`config.mk`:
```
export PLATFORM = sky130hd
export DESIGN_NAME = se_arbiter
export DESIGN_NICKNAME = d
export VERILOG_FILES = /design/src/rtl/se_arbiter.sv
export SDC_FILE = /design/constraint.sdc
export NUM_CORES = 1
export LEC_CHECK = 0
export ABC_AREA = 0
export CORE_MARGIN = 4
export CORE_UTILIZATION = 32
export DETAILED_ROUTE_END_ITERATION = 16
export PLACE_DENSITY = 0.79
export SYNTH_ARGS = -nofsm -noshare
export SYNTH_HDL_FRONTEND = slang
export SYNTH_SLANG_ARGS = --single-unit
```
`constraint.sdc`:
```
create_clock -name clk -period 1.9 [get_ports clk]
set_input_delay 0.285 -clock clk [delete_from_list [all_inputs] [get_ports clk]]
set_output_delay 0.285 -clock clk [all_outputs]
set_load 0.005 [all_outputs]
```
`src/rtl/se_arbiter.sv`:
```
// se_arbiter: round-robin share of one combinational signal extender between
// decode immediates (requester 0) and the load/store offset path (requester 1).
// The winner's immediate and mode drive the extender; its 32-bit result is
// captured into a single output register tagged with the requester ID.
module se_arbiter #(
  parameter logic RESET_LAST = 1'b1
) (
  input  logic        clk,
  input  logic        rst_n,

  input  logic        req0_valid,
  output logic        req0_ready,
  input  logic [15:0] req0_data,
  input  logic        req0_mode,

  input  logic        req1_valid,
  output logic        req1_ready,
  input  logic [15:0] req1_data,
  input  logic        req1_mode,

  output logic [15:0] se_in,
  output logic        se_op,
  input  logic [31:0] se_out,

  output logic        resp_valid,
  input  logic        resp_ready,
  output logic        resp_id,
  output logic [31:0] resp_data
);

  // Result register and round-robin pointer.
  logic        resp_valid_q, resp_valid_d;
  logic        resp_id_q,    resp_id_d;
  logic [31:0] resp_data_q,  resp_data_d;
  logic        last_q,       last_d;

  // Arbitration decision for this cycle.
  logic        can_accept;
  logic        gnt0;
  logic        gnt1;
  logic        gnt_any;
  logic        gnt_id;

  // Requester 0 wins when it is alone or when requester 1 was served last;
  // requester 1 is the mirror image. Data never enters this decision.
  function automatic logic wins0(input logic v0, input logic v1, input logic last);
    return v0 && (!v1 || last);
  endfunction

  function automatic logic wins1(input logic v0, input logic v1, input logic last);
    return v1 && (!v0 || !last);
  endfunction

  // Single-entry output buffer: a draining result frees the slot this cycle.
  always_comb begin
    can_accept = !resp_valid_q || resp_ready;
    gnt0       = can_accept && wins0(req0_valid, req1_valid, last_q);
    gnt1       = can_accept && wins1(req0_valid, req1_valid, last_q);
    gnt_any    = gnt0 || gnt1;
    gnt_id     = gnt1;
  end

  // Steer the winner onto the extender; park its inputs at zero when idle.
  always_comb begin
    se_in = 16'h0000;
    se_op = 1'b0;
    if (gnt0) begin
      se_in = req0_data;
      se_op = req0_mode;
    end else if (gnt1) begin
      se_in = req1_data;
      se_op = req1_mode;
    end
  end

  assign req0_ready = gnt0;
  assign req1_ready = gnt1;

  // Next state: capture on grant (replacing any draining result), clear on
  // drain without a new grant, otherwise hold.
  always_comb begin
    resp_valid_d = resp_valid_q;
    resp_id_d    = resp_id_q;
    resp_data_d  = resp_data_q;
    last_d       = last_q;
    if (gnt_any) begin
      resp_valid_d = 1'b1;
      resp_id_d    = gnt_id;
      resp_data_d  = se_out;
      last_d       = gnt_id;
    end else if (resp_valid_q && resp_ready) begin
      resp_valid_d = 1'b0;
    end
  end

  // State update; reset discards any pending result immediately.
  always_ff @(posedge clk or negedge rst_n) begin
    if (!rst_n) begin
      resp_valid_q <= 1'b0;
      resp_id_q    <= 1'b0;
      resp_data_q  <= 32'h0000_0000;
      last_q       <= RESET_LAST;
    end else begin
      resp_valid_q <= resp_valid_d;
      resp_id_q    <= resp_id_d;
      resp_data_q  <= resp_data_d;
      last_q       <= last_d;
    end
  end

  assign resp_valid = resp_valid_q;
  assign resp_id    = resp_id_q;
  assign resp_data  = resp_data_q;

endmodule

```
==> results.toml, run 1 <==
[run_status]
status = "finished with violations"
violations = "setup timing"

[power]
leakage_nw = 1.29
vdd_drop_max_uv = 589
cellPowerDensity_nw_per_um2 = 722

[final_layout]
finish.instance_area_um2 = 2950
final_cell_mix = "clkdlybuf4s50_1 (102), dfrtp_1 (34), mux2_2 (32), buf_2 (18), a22o_1 (17)"
num-fill-cells = 362
diodes = 0
syn2layout_area_growth_pct = 93.5
utilization_pct = 66.0
final_cells = 297
fin_nets = 315
drive_gt1_share_pct = 32.2
final_common_cell = "clkdlybuf4s50_1"

[floorplan]
die_y_um = 77.1
core_um2 = 4470
chipWidth_um = 77.1
die_area_um2 = 5940
initial_core_util_pct = 34.1
fp-row-count = 24
ios = 124

[route]
dr_wl_met3_um = 559
wl_um = 4890
m1WireLength_um = 1960
dr.max_layer_used = "met4"
drt_pass1_iterations = 2
ant_nets = 0
route.detailed.wl_per_inst_um = 16.5
drt-vias-per-instance = 4.87
vias = 1446
wl_met2_um = 2300
drc = 0
drt_iter0_markers = 33

[timing]
grt_setup_unrepaired = "true"
setup_viol = 1
fin_crit_ns = 1.90
slew_headroom_pct = 48.7
fin_worst_skew_ns = 0.00401
finalCritPeriodShare_pct = 100
tightest_slew_ns = 0.769
setup_ws_ns = -0.00495
drv_slew = 0
fmax_mhz = 525
holdWs_ns = 0.0748
hold_violations = 0

[clock_network]
cts.reportedPaths.clkPinSlew_ns = 0.07
cts-buffers-inserted = 5
hold_buffers = 0
cts-root-buf = "clkbuf_8"
htreeDepth = 2
cts_max_path_buffers = 2
cts_tree = "built"
clk_latency_ns = 0.28
clock-sinks = 35

[setup_path]
required_ns = 1.62
cp-start-kind = "flip-flop"
worst-path-max-fanout = 5
critical_path_class = "flip-flop to output pin"
crit_arrival_ns = 1.62
endpoint_kind = "output pin"

[synthesis]
yosysWarningCount = 0
yosys.area.top_type_share_pct = 55.7
synth_largest_area_cell = "dfrtp_1"
yosysSeqAreaShare_pct = 57.5
ys_top_cells_by_area = "dfrtp_1 (56%), mux2_2 (24%), a22o_1 (9.8%), buf_6 (3.7%), dfstp_2 (1.7%)"
syn-cell-area_um2 = 1530
synth_cell_types = 15
synth_cells = 103
synth_fp_nets = 174
synth_seq_cells = 35
avgSynthCellArea_um2 = 14.8

[placement]
place_inst = 280
gp_congestion = 0.721
dp_hpwl_um = 3470
placed_cell_area_um2 = 2830
portBuffers = 123

[min_path]
min_path_type = "primary input to asynchronous set/reset pin"

[grt]
grt_max_degree = 36
grt_use_total_pct = 16.5
grt_pass1_wl_um = 7770
grt-ovfl-total = 0
antenna_found_initial = 0
grt_pass1_vias = 1574

[job]
cap_violations = 0
==> layer usage <==
metal  global-route usage [%]  vias up
met1                     19.1      686
met2                     27.2       92
met3                     7.73        7
li1                         -      661
met4                     4.98        0
met5                        0        -
==> sequential cells by signal, indices dropped and copies added, names as in the netlist <==
signal and count:
resp_id 1, last_q 1, resp_valid 1, resp_data 32
==> kinds of logic (layout without fill, tap and decap cells) <==
| family | Yosys count | count (layout) | synth area share (%) |
|---|---|---|---|
| mux | 32 | 32 | 23.6 |
| flops | 35 | 35 | 57.5 |
| compound gates | 21 | 21 | 11.3 |
| simple gates | 8 | 8 | 3.12 |
| buf+inv | 7 | 149 | 4.51 |
==> layout make-up <==
type | count | area [um^2] | share of cell area, %
Clock inverter | 1 | 5.00 | 0.169
Sequential cell | 35 | 877 | 29.7
Clock buffer | 7 | 76.3 | 2.58
Tap cell | 52 | 65.1 | 2.20
Multi-Input combinational cell | 61 | 598 | 20.2
Timing Repair Buffer | 141 | 1330 | 45.1
==> metrics by stage <==
step / total power, W / worst slack [ns] / TNS (ns)
detailed placement: 0.00162 / -0.268 / -4.52
CTS: 0.00216 / 0.00496 / 0
floorplan: 0.00114 / 0.396 / 0
finish: 0.00213 / -0.00495 / -0.00495
global route: 0.00227 / -0.0740 / -0.912
global placement: 0.00161 / -0.233 / -4.05
==> power breakdown <==
part           internal [W]  leakage [nW]  switching, W
Combinational      0.000504         0.838      0.000214
Clock              0.000257        0.0422      0.000253
Sequential         0.000854         0.405     0.0000517
==> path summary, 6_finish.rpt <==
check / start / to / slack, ns / cells after the start
setup / recovery: last_q / se_in[11] / -0.005 / 6
hold / removal: rst_n / resp_data[8] / 0.07 / 1
setup reg to reg: resp_valid / resp_data[31] / 0.34 / 6
hold reg to reg: resp_data[1] / resp_data[1] / 0.50 / 1
max in group asynchronous: rst_n / resp_data[28] / 1.34 / 1
min in group clk: resp_data[1] / resp_data[1] / 0.50 / 1
==> cells in the mapped netlist <==
| master | instances |
|---|---|
| dfrtp_1 | 34 |
| mux2_2 | 32 |
| a22o_1 | 17 |
| buf_6 | 5 |
| a21oi_1 | 2 |
| and3_1 | 2 |
| nand2_1 | 2 |
| nor2_1 | 2 |
| a31oi_1 | 1 |
| buf_2 | 1 |
| buf_4 | 1 |
| dfstp_2 | 1 |
| nand2b_1 | 1 |
| nand2b_4 | 1 |
| o21a_1 | 1 |
==> timing repair <==
item                                    CTS  global route
resized for setup                        84             4
endpoints found under the setup margin   19            18
pin swaps                                 3            12
cloned                                    2             0
setup buffers                             7             0
==> worst max-delay path: stages (launching register included) <==
cell,delay (ns)
dfstp_2,0.54
nand2b_4,0.12
and3_4,0.22
buf_6,0.11
buf_6,0.11
a22o_1,0.13
buf_2,0.11
No activity file was read; power rests on OpenSTA's default activity.
==> run 2: changes to the inputs <==
Settings changed: CTS_CLUSTER_SIZE set to 20, SETUP_SLACK_MARGIN set to 0.3.
==> run 2 against run 1 <==
The run now ends clean. Combinational power up 3.8%. Clock skew fell by 0.0021 ns. Clock-buffer cell count is the same. Largest cell class unchanged. Largest power group unchanged.
==> results.toml, run 2 (same netlist as run 1, synthesis figures left out) <==
[run_status]
status = "finished, final reports clean"

[grt]
grt-ovfl-total = 0
grt_max_degree = 36
grt_use_total_pct = 16.6
grt_pass1_wl_um = 7830
grt_pass1_vias = 1583
antenna_found_initial = 0

[clock_network]
cts_tree = "built"
cts.reportedPaths.clkPinSlew_ns = 0.07
cts-root-buf = "clkbuf_8"
hold_buffers = 0
cts_max_path_buffers = 2
cts-buffers-inserted = 5
htreeDepth = 2
clock-sinks = 35
clk_latency_ns = 0.28

[timing]
fin_worst_skew_ns = 0.00195
fmax_mhz = 532
slew_headroom_pct = 49.0
grt_setup_unrepaired = "true"
tightest_slew_ns = 0.766
setup_viol = 0
drv_slew = 0
finalCritPeriodShare_pct = 99.0
fin_crit_ns = 1.88
setup_ws_ns = 0.0194
hold_violations = 0

[route]
wl_um = 4990
drt_iter0_markers = 34
drc = 0
drt-vias-per-instance = 4.88
vias = 1465
route.detailed.wl_per_inst_um = 16.6
ant_nets = 0
drt_pass1_iterations = 4

[floorplan]
die_area_um2 = 5940
initial_core_util_pct = 34.1
die_y_um = 77.1
chipWidth_um = 77.1
core_um2 = 4470
fp-row-count = 24
ios = 124

[placement]
dp_worst_setup_slack_ns = -0.268
gp_congestion = 0.721
portBuffers = 123
place_inst = 280
dp_hpwl_um = 3470

[setup_path]
cp_slowest_cell = "dfstp_2"
crit_family = "flip-flops"
max_stage_delay_ns = 0.54
path_cells = "nand2b_1 -> and3_4 -> buf_6 -> buf_12 -> a22o_1 -> buf_2"
critical_path_class = "flip-flop to output pin"
crit_arrival_ns = 1.60
endpoint_kind = "output pin"
worst-path-max-fanout = 5
cp-start-kind = "flip-flop"
required_ns = 1.62
critPathBufInv = 3

[final_layout]
final_cell_mix = "clkdlybuf4s50_1 (101), dfrtp_1 (34), mux2_2 (32), buf_2 (18), a22o_1 (17)"
syn2layout_area_growth_pct = 97.1
final_cells = 300
final_common_cell = "clkdlybuf4s50_1"
fin_nets = 318
diodes = 0
largest_reg_flops = 32
drive_gt1_share_pct = 33.9

[power]
leakage_nw = 1.31
cellPowerDensity_nw_per_um2 = 718
vdd_drop_max_uv = 588

[job]
cap_violations = 0

[min_path]
min_path_type = "primary input to asynchronous set/reset pin"
-- run 2: worst paths after layout --
kind                               from             to  slack [ns]  cells past startpoint
hold / removal                    rst_n  resp_data[31]        0.07                      1
min in group clk           resp_data[1]   resp_data[1]        0.51                      1
setup reg to reg             resp_valid  resp_data[23]        0.39                      6
max in group asynchronous         rst_n  resp_data[23]        1.33                      1
setup / recovery                 last_q      se_in[11]        0.02                      6
hold reg to reg            resp_data[1]   resp_data[1]        0.51                      1
-- run 2: through the flow --
step                      instance area, um^2  util, %  power [W]  TNS, ns  hold WS [ns]
after CTS                                2950     66.0    0.00217        0        0.0998
final                                    3010     67.3    0.00216        0        0.0739
after detailed placement                 2830     63.2    0.00162    -4.52         0.412
after floorplan                          1530        -    0.00114        0       -0.0106
after global placement                   2830     63.2    0.00161    -4.05         0.415
after global routing                     3010     67.3    0.00230   -0.619         0.140
-- run 2: timing repair --
item,in CTS,in global routing
gates resized for setup,94,3
hold endpoints to repair,0,0
setup buffers,8,1
pin swaps,5,1
setup endpoints to repair,19,51
gates cloned,2,1
-- run 2: per-layer routing --
metal  global-route usage [%]  vias up  part of all wire (%)
met4                     4.98        0                  0.96
met5                        0        -                     0
li1                         -      668                     -
met3                     7.73        6                    11
met1                     19.4      700                    41
met2                     27.2       91                    48
-- run 2: layout make-up --
class	instances	area (um^2)
fill	356	1470
timing repair buffer	144	1390
sequential	35	877
multi-input combinational	61	598
clock buffer	7	76.3
tap	52	65.1
clock inverter	1	5.00
-- run 2: power by group --
part	switching (W)	internal, W	total [W]
registers	0.0000513	0.000854	0.000905
clock network	0.000253	0.000257	0.000510
logic	0.000220	0.000525	0.000745
==> run 3: changes to the inputs <==
Settings changed: CORE_ASPECT_RATIO set to 1.1, SLEW_MARGIN set to 10.
==> run 3 against run 2 <==
The flow now finishes with violations (setup timing). Sequential cell count did not move. Setup slack got worse by 0.11 ns. Total power up 3.7%. Sequential power barely moved. Critical path depth increased by 1. Wire length is 4.0% higher. Sequential share of layout area decreased by 0.51 points. First-iteration DRC count down 8.8%. Critical endpoint is now se_in[8]. Highest routed layer unchanged.
==> results.toml, run 3 (same netlist as run 1, synthesis figures left out) <==
[power]
combPwrFrac_pct = 34.1
cellPowerDensity_nw_per_um2 = 731
vdd_drop_max_uv = 577
p_seq_share_pct = 40.4
power.switching_fraction_pct = 22.8
switching_power_w = 0.000511
leakage_nw = 1.32
clockPowerShare_pct = 25.5
p_int_w = 0.00173

[timing]
fin_crit_ns = 1.99
grt_setup_unrepaired = "true"
drv_slew = 0
setup_ws_ns = -0.0921
setup_viol = 17
hold_violations = 0
fmax_mhz = 502
holdWs_ns = 0.0886
finalCritPeriodShare_pct = 105
finalSetupTns_ns = -1.24
tightest_slew_ns = 0.797
fin_worst_skew_ns = 0.00406
slew_headroom_pct = 46.9

[final_layout]
diodes = 0
finish.instance_area_um2 = 3060
final_cells = 300
final_common_cell = "clkdlybuf4s50_1"
largest_reg_flops = 32
fin_nets = 314
syn2layout_area_growth_pct = 101
utilization_pct = 66.3
final_cell_mix = "clkdlybuf4s50_1 (102), dfrtp_1 (34), mux2_2 (32), buf_2 (18), a22o_1 (17)"
drive_gt1_share_pct = 33.6
num-fill-cells = 371

[grt]
grt_use_total_pct = 16.8
grt_max_degree = 36
grt_pass1_wl_um = 7330
antenna_found_initial = 0
grt_pass1_vias = 1494
grt-ovfl-total = 0

[placement]
gp_congestion = 0.804
place_inst = 284
portBuffers = 123
placed_cell_area_um2 = 2870
dp_hpwl_um = 3900

[clock_network]
cts_tree = "built"
htreeDepth = 2
cts-buffers-inserted = 5
hold_buffers = 0
cts-root-buf = "clkbuf_8"
clock-sinks = 35
cts_max_path_buffers = 2
clk_latency_ns = 0.27
cts.reportedPaths.clkPinSlew_ns = 0.07

[setup_path]
required_ns = 1.62
worst-path-max-fanout = 5
critical_path_class = "flip-flop to output pin"
cp-start-kind = "flip-flop"
endpoint_kind = "output pin"
crit_arrival_ns = 1.71

[route]
drt_pass1_iterations = 4
route.detailed.wl_per_inst_um = 17.3
drc = 0
wl_um = 5190
ant_nets = 0
vias = 1438
drt-vias-per-instance = 4.79
drt_iter0_markers = 31

[floorplan]
fp-row-count = 26
die_y_um = 80.4
chipWidth_um = 73.9
core_um2 = 4620
die_area_um2 = 5940
initial_core_util_pct = 33.0
ios = 124

[run_status]
status = "finished with violations"
violations = "setup timing"

[job]
cap_violations = 0

[min_path]
min_path_type = "primary input to asynchronous set/reset pin"
-- run 3: critical path, cell delays in order (launching register included) --
cell and delay, ns:
dfstp_2 0.54, buf_6 0.09, nand2_2 0.04, and3_4 0.20, buf_6 0.13, buf_16 0.13
a22o_1 0.18, buf_2 0.13
-- run 3: repair_timing --
| action | 4_1_cts | 5_1_grt |
|---|---|---|
| setup buffers | 4 | 0 |
| pin swaps | 4 | 3 |
| cloned | 4 | 0 |
| setup endpoints to repair | 19 | 49 |
| resized for setup | 84 | 2 |
| hold endpoints to repair | 0 | 0 |
-- run 3: power by group through the flow --
stage	registers, W	logic [W]	clock network [W]
after detailed placement	0.000920	0.000721	0
after CTS	0.000905	0.000772	0.000599
after floorplan	0.000928	0.000209	0
after global routing	0.000918	0.000813	0.000634
final	0.000904	0.000764	0.000572
after global placement	0.000914	0.000713	0
-- run 3: layout make-up --
class	count	area, um^2	area share (%)
Clock buffer	8	100	3.27
Multi-Input combinational cell	61	594	19.4
Timing Repair Buffer	140	1420	46.4
Sequential cell	35	877	28.6
Tap cell	56	70.1	2.29
-- run 3: through the flow --
step / worst slack [ns] / total power [W]
floorplan: 0.396 / 0.00114
global placement: -0.263 / 0.00163
detailed placement: -0.273 / 0.00164
CTS: -0.0995 / 0.00228
global route: -0.141 / 0.00236
finish: -0.0921 / 0.00224
-- run 3: path summary, 6_finish.rpt --
kind,start,to,slack [ns],depth (start not counted)
setup / recovery,last_q,se_in[8],-0.09,7
hold / removal,rst_n,resp_data[22],0.09,1
setup reg to reg,resp_valid,resp_data[30],0.47,5
hold reg to reg,resp_data[1],resp_data[1],0.51,1
max in group asynchronous,rst_n,resp_data[29],1.30,1
min in group clk,resp_data[1],resp_data[1],0.51,1
-- run 3: metal layers --
layer  vias to the layer above  part of all wire (%)  global-route usage, %
met4                         0                   1.3                   5.43
met1                       689                    34                   15.7
met5                         -                     0                      0
met2                        79                    55                   33.2
li1                        664                     -                      -
met3                         6                   8.9                   5.38
